[src/rtl/ff_load_arbiter_pkg.sv]
// ff_load_arbiter_pkg: shared state encoding and width helper for the load arbiter
package ff_load_arbiter_pkg;
  typedef enum logic [1:0] {IDLE = 2'd0, LOAD = 2'd1, HOLD = 2'd2} state_t;
  function automatic int clog2(input int n);
    int r;
    r = 0;
    for (int v = n - 1; v > 0; v = v >> 1) r++;
    return (r < 1) ? 1 : r;
  endfunction
endpackage

[src/rtl/ff_load_arbiter_if.sv]
// ff_load_arbiter_if: requester-side bus of the shared register arbiter
interface ff_load_arbiter_if #(parameter int NREQ = 4, parameter int WIDTH = 8);
  import ff_load_arbiter_pkg::*;
  localparam int PW = clog2(NREQ);
  logic [NREQ-1:0] req;
  logic [NREQ*WIDTH-1:0] wdata;
  logic [NREQ-1:0] ack;
  logic [WIDTH-1:0] q;
  logic [PW-1:0] owner;
  logic busy;
  modport master(output req, wdata, input ack, q, owner, busy);
  modport slave(input req, wdata, output ack, q, owner, busy);
endinterface

[src/rtl/ff_load_arbiter_en_reg.sv]
// ff_en_reg: WIDTH-bit register with synchronous reset and clock-enable
module ff_en_reg #(parameter int WIDTH = 8) (
  input  logic             clk,
  input  logic             rst,
  input  logic [WIDTH-1:0] d,
  input  logic             en,
  output logic [WIDTH-1:0] q
);
  always_ff @(posedge clk) begin
    if (rst) q <= '0;
    else if (en) q <= d;
  end
endmodule

[src/rtl/ff_load_arbiter.sv]
// ff_load_arbiter: round-robin sequencer loading one requester at a time into a shared register
module ff_load_arbiter
  import ff_load_arbiter_pkg::*;
#(
  parameter int NREQ = 4,
  parameter int WIDTH = 8,
  parameter int HOLD_CYC = 2
) (
  input logic clk,
  input logic rst,
  ff_load_arbiter_if.slave bus
);
  localparam int PW = clog2(NREQ);
  localparam int CW = clog2(HOLD_CYC + 1);
  state_t state, nxt;
  logic [PW-1:0] ptr, g, sel, owner;
  logic [CW-1:0] cnt;
  logic [WIDTH-1:0] cap;
  logic hit, en;
  always_comb begin
    hit = 1'b0;
    sel = '0;
    for (int k = NREQ - 1; k >= 0; k--) begin
      if (bus.req[(int'(ptr) + k) % NREQ]) begin
        hit = 1'b1;
        sel = PW'((int'(ptr) + k) % NREQ);
      end
    end
  end
  always_comb begin
    nxt = state == IDLE ? (hit ? LOAD : IDLE) :
          state == LOAD ? (HOLD_CYC == 0 ? IDLE : HOLD) :
          state == HOLD ? (cnt == '0 ? IDLE : HOLD) : IDLE;
    en = state == LOAD && !rst;
    bus.ack = en ? NREQ'(1) << g : '0;
    bus.busy = state != IDLE && !rst;
    bus.owner = owner;
  end
  always_ff @(posedge clk) begin
    if (rst) begin
      state <= IDLE;
      ptr <= '0;
      g <= '0;
      cap <= '0;
      cnt <= '0;
      owner <= '0;
    end else begin
      state <= nxt;
      if (state == IDLE && hit) begin
        g <= sel;
        cap <= bus.wdata[sel*WIDTH +: WIDTH];
      end
      if (state == LOAD) begin
        owner <= g;
        ptr <= (g == PW'(NREQ - 1)) ? '0 : g + 1'b1;
        cnt <= CW'(HOLD_CYC > 0 ? HOLD_CYC - 1 : 0);
      end
      if (state == HOLD) cnt <= cnt - 1'b1;
    end
  end
  ff_en_reg #(.WIDTH(WIDTH)) u_reg (.clk(clk), .rst(rst), .d(cap), .en(en), .q(bus.q));
endmodule

[src/flat_wrapper.sv]
// flat-port wrapper written by rule: the top's interface ports become plain ports
module ff_load_arbiter_flat import ff_load_arbiter_pkg::*;
#(
  parameter int NREQ = 4,
  parameter int WIDTH = 8,
  parameter int HOLD_CYC = 2
)
  (clk, rst, bus_req, bus_wdata, bus_ack, bus_q, bus_owner, bus_busy);
  ff_load_arbiter_if #(.NREQ(NREQ), .WIDTH(WIDTH)) bus_i ();
  input logic clk;
  input logic rst;
  input wire logic [$bits(bus_i.req)-1:0] bus_req;
  input wire logic [$bits(bus_i.wdata)-1:0] bus_wdata;
  output wire logic [$bits(bus_i.ack)-1:0] bus_ack;
  output wire logic [$bits(bus_i.q)-1:0] bus_q;
  output wire logic [$bits(bus_i.owner)-1:0] bus_owner;
  output wire logic [$bits(bus_i.busy)-1:0] bus_busy;
  assign bus_i.req = bus_req;
  assign bus_i.wdata = bus_wdata;
  assign bus_ack = bus_i.ack;
  assign bus_q = bus_i.q;
  assign bus_owner = bus_i.owner;
  assign bus_busy = bus_i.busy;
  ff_load_arbiter #(.NREQ(NREQ), .WIDTH(WIDTH), .HOLD_CYC(HOLD_CYC)) u_core (.clk(clk), .rst(rst), .bus(bus_i));
endmodule
[config.mk]
export PLATFORM = sky130hd
export DESIGN_NAME = ff_load_arbiter_flat
export DESIGN_NICKNAME = d
export VERILOG_FILES = /design/src/rtl/ff_load_arbiter_pkg.sv /design/src/rtl/ff_load_arbiter_if.sv /design/src/rtl/ff_load_arbiter_en_reg.sv /design/src/rtl/ff_load_arbiter.sv /design/src/flat_wrapper.sv
export SDC_FILE = /design/constraint.sdc
export NUM_CORES = 1
export LEC_CHECK = 0
export ABC_AREA = 1
export CORE_AREA = 5 5 65 67
export DETAILED_ROUTE_END_ITERATION = 10
export DIE_AREA = 0 0 70 72
export GPL_ROUTABILITY_DRIVEN = 0
export GPL_TIMING_DRIVEN = 0
export HOLD_SLACK_MARGIN = 0.12
export MAX_ROUTING_LAYER = met4
export PLACE_DENSITY_LB_ADDON = 0.1
export SLEW_MARGIN = 20
export SYNTH_ARGS = -nofsm -noshare
export SYNTH_HDL_FRONTEND = slang
export SYNTH_SLANG_ARGS = --single-unit
[constraint.sdc]
create_clock -name clk -period 1.8 [get_ports clk]
set_input_delay 0.45 -clock clk [delete_from_list [all_inputs] [get_ports clk]]
set_output_delay 0.45 -clock clk [all_outputs]
set_load 0.1 [all_outputs]
==> flow_metrics.tcl <==
set metrics [dict create \
    die_x_um 70 \
    finalCriticalPeriod_ns 1.736 \
    clockBufferDepth 2 \
    die_area_mm2 0.005040 \
    multiInputGateArea_mm2 0.001062 \
    fp-row-count 22 \
    startpoint_type "flop" \
    critical_path_class "reg2out" \
    die_h_um 72 \
    cts.sinks 26 \
    clkTransAtPathRegs_ns 0.13 \
    synth_cell_types 27 \
    io_pins 53 \
    cts_tree "built" \
    core-area_mm2 0.003578 \
    worstPathRequired_ns 1.35 \
    fmax_mhz 576.0 \
    ys_warn_count 0 \
    dpl_cell_area_mm2 0.002215 \
    num_vias 1681 \
    p_int_uw 1258 \
    seq_area_frac_synth 0.3377 \
    power_density_mw_per_mm2 887.9 \
    drive_gt1_frac 0.3535 \
    dp_hpwl_mm 2.870 \
    routed_wl_mm 4.287 \
    worst_ir_drop_vdd_mv 0.4245 \
    clock_latency_ns 0.31 \
    grt_overflow 0 \
    syn-cell-area_mm2 0.001541 \
    yosys.area.top_type_share 0.3377 \
    antenna_found_initial 0 \
    drc 0 \
    antenna_cells 0 \
    grt_pass1_vias 1552 \
    nNetsFinal 345 \
    dpl.cell_count 328 \
    drv_slew 0 \
    setup_viol 0 \
    io_buffers 51 \
    ff_latch_area_um2 533.0 \
    synthesis.nets 275 \
    drtPass1Iterations 4 \
    syn_inst 229 \
    wire_per_inst_um 12.43 \
    cts_made_buffers 3 \
    finalHoldViolCount 0 \
    period_share 0.9644 \
    min_path_type "in2reg" \
    pwr-share-clk 0.105 \
    syn_to_final_growth_pct 67.13 \
    seqPwrFrac 0.316 \
    viasPerCell 4.872 \
    drt_iter0_drc 115 \
    synth_area_leaders "dfxtp_1 34%, nand2_1 11%, nand3_1 10%" \
    synth_seq_cells 26 \
    post-route-util 0.7199 \
    crit_arrival_ns 1.29 \
    dp_slack_ns -0.7671 \
    p_sw_frac 0.4502 \
    fill_cells 299 \
    leakagePower_uw 0.001135 \
    avgSynthCellArea_um2 6.731 \
    cp-end-kind "primary output" \
    drtAntennaViolNets 0 \
    synth_largest_area_cell "dfxtp_1" \
    start_util 0.4308 \
    slew_headroom 0.6366 \
    root_buffer "clkbuf_4" \
    grt_pass1_wl_mm 6.693 \
    grt_usage 0.1637 \
    setup_ws_ns 0.06399 \
    switchingPower_uw 1030 \
    mostFrequentLayoutCell "nand2_1" \
    worst_slew_pin_slew_ns 0.5476 \
    max_cap_viol_count 0 \
    worstPathMaxFanout 4 \
    grt_max_degree 14 \
    design_area_mm2 0.002576 \
    htreeDepth 1 \
    holdBufCountCts 0 \
    combPwrFrac 0.579 \
    hold-worst-slack_ns 0.3453 \
    fin_cells 345 \
    final_cell_mix "35 x nand2_1, 32 x clkdlybuf4s50_1, 24 x nand3_1" \
    fin_skew_ns 0.004111 \
    status "finished, final reports clean" \
]
==> what timing repair did <==
action	4_1_cts	5_1_grt
cloned	2	0
resized for setup	95	43
endpoints found under the setup margin	23	15
pin swaps	6	17
setup buffers	6	8
==> layout make-up <==
class / count / share of cell area
repair buffers: 67 / 0.2744
well taps: 48 / 0.02331
multi-input cells: 164 / 0.4123
flip-flops and latches: 26 / 0.2069
clock buffers: 3 / 0.008742
inverters: 28 / 0.04080
plain buffers: 9 / 0.03351
==> sequential cells by signal, indices dropped and copies added, names as in the netlist <==
register and flops:
u_core.state 2, u_core.bus.owner 2, u_core.ptr 2, u_core.cap 8, u_core.cnt 2, u_core.u_reg.q 8
u_core.g 2
==> cell usage after synthesis <==
master,number
clkbuf_1,4
clkinv_1,2
ha_1,8
dfxtp_1,26
buf_4,1
inv_1,24
nand3_1,31
o21ai_1,5
nand2_1,47
nor3b_1,2
xnor2_1,1
nand3_2,3
o22ai_1,1
buf_6,2
buf_2,3
o21ai_0,15
and2_1,1
nor3_1,1
a21oi_2,5
o21ai_2,2
a31oi_1,1
a21oi_1,14
nor2_1,24
o2111ai_1,1
inv_2,2
nand2_2,2
buf_1,1
==> power groups by stage <==
stage / Sequential (uW) / Combinational, uW / Clock [uW]
5_1_grt: 736 / 1440 / 272
2_1_floorplan: 917 / 616 / 0
6_report: 723 / 1320 / 240
3_5_place_dp: 726 / 1080 / 0
3_3_place_gp: 725 / 1060 / 0
4_1_cts: 717 / 1170 / 246
==> final timing paths <==
kind	slack [ns]	cells past startpoint	startpoint	to
max reg2reg	0.11	12	u_core.ptr[0]	u_core.cap[6]
max	0.06	5	u_core.state[1]	bus_ack[3]
min reg2reg	0.46	1	u_core.cnt[0]	u_core.cnt[0]
min	0.35	2	rst	u_core.state[0]
==> kinds of logic (layout without fill, tap and decap cells) <==
| kind of cell | count (synthesis) | count (layout) | share of synthesized area |
|---|---|---|---|
| and+or+nand+nor | 111 | 111 | 0.3182 |
| AOI/OAI and AO/OA | 44 | 44 | 0.1640 |
| buffers and inverters | 39 | 107 | 0.1096 |
| DFF | 26 | 26 | 0.3377 |
| adders and majority gates | 8 | 8 | 0.06494 |
| xor gates and xnor gates | 1 | 1 | 0.005683 |
==> through the flow <==
stage / total power [uW] / TNS, ns
2_1_floorplan: 1534 / 0
3_3_place_gp: 1788 / -7.995
3_5_place_dp: 1801 / -8.459
4_1_cts: 2133 / -0.01323
5_1_grt: 2448 / -0.01644
6_report: 2287 / 0
==> worst max-delay path, cell delays in order, from the launching register on <==
cell and delay (ns):
dfxtp_2 0.35, inv_2 0.07, ha_4 0.16, nand2_8 0.08, nor2_4 0.13, buf_12 0.18
==> layer usage <==
| metal | global-route usage | up-vias | wire, um |
|---|---|---|---|
| li1 | - | 877 | - |
| met1 | 0.2061 | 750 | 1918 |
| met2 | 0.2739 | 50 | 2099 |
| met3 | 0.01801 | 4 | 216 |
| met4 | 0.05745 | 0 | 52 |
| met5 | - | - | 0 |
(Power assumes the default switching activity.)
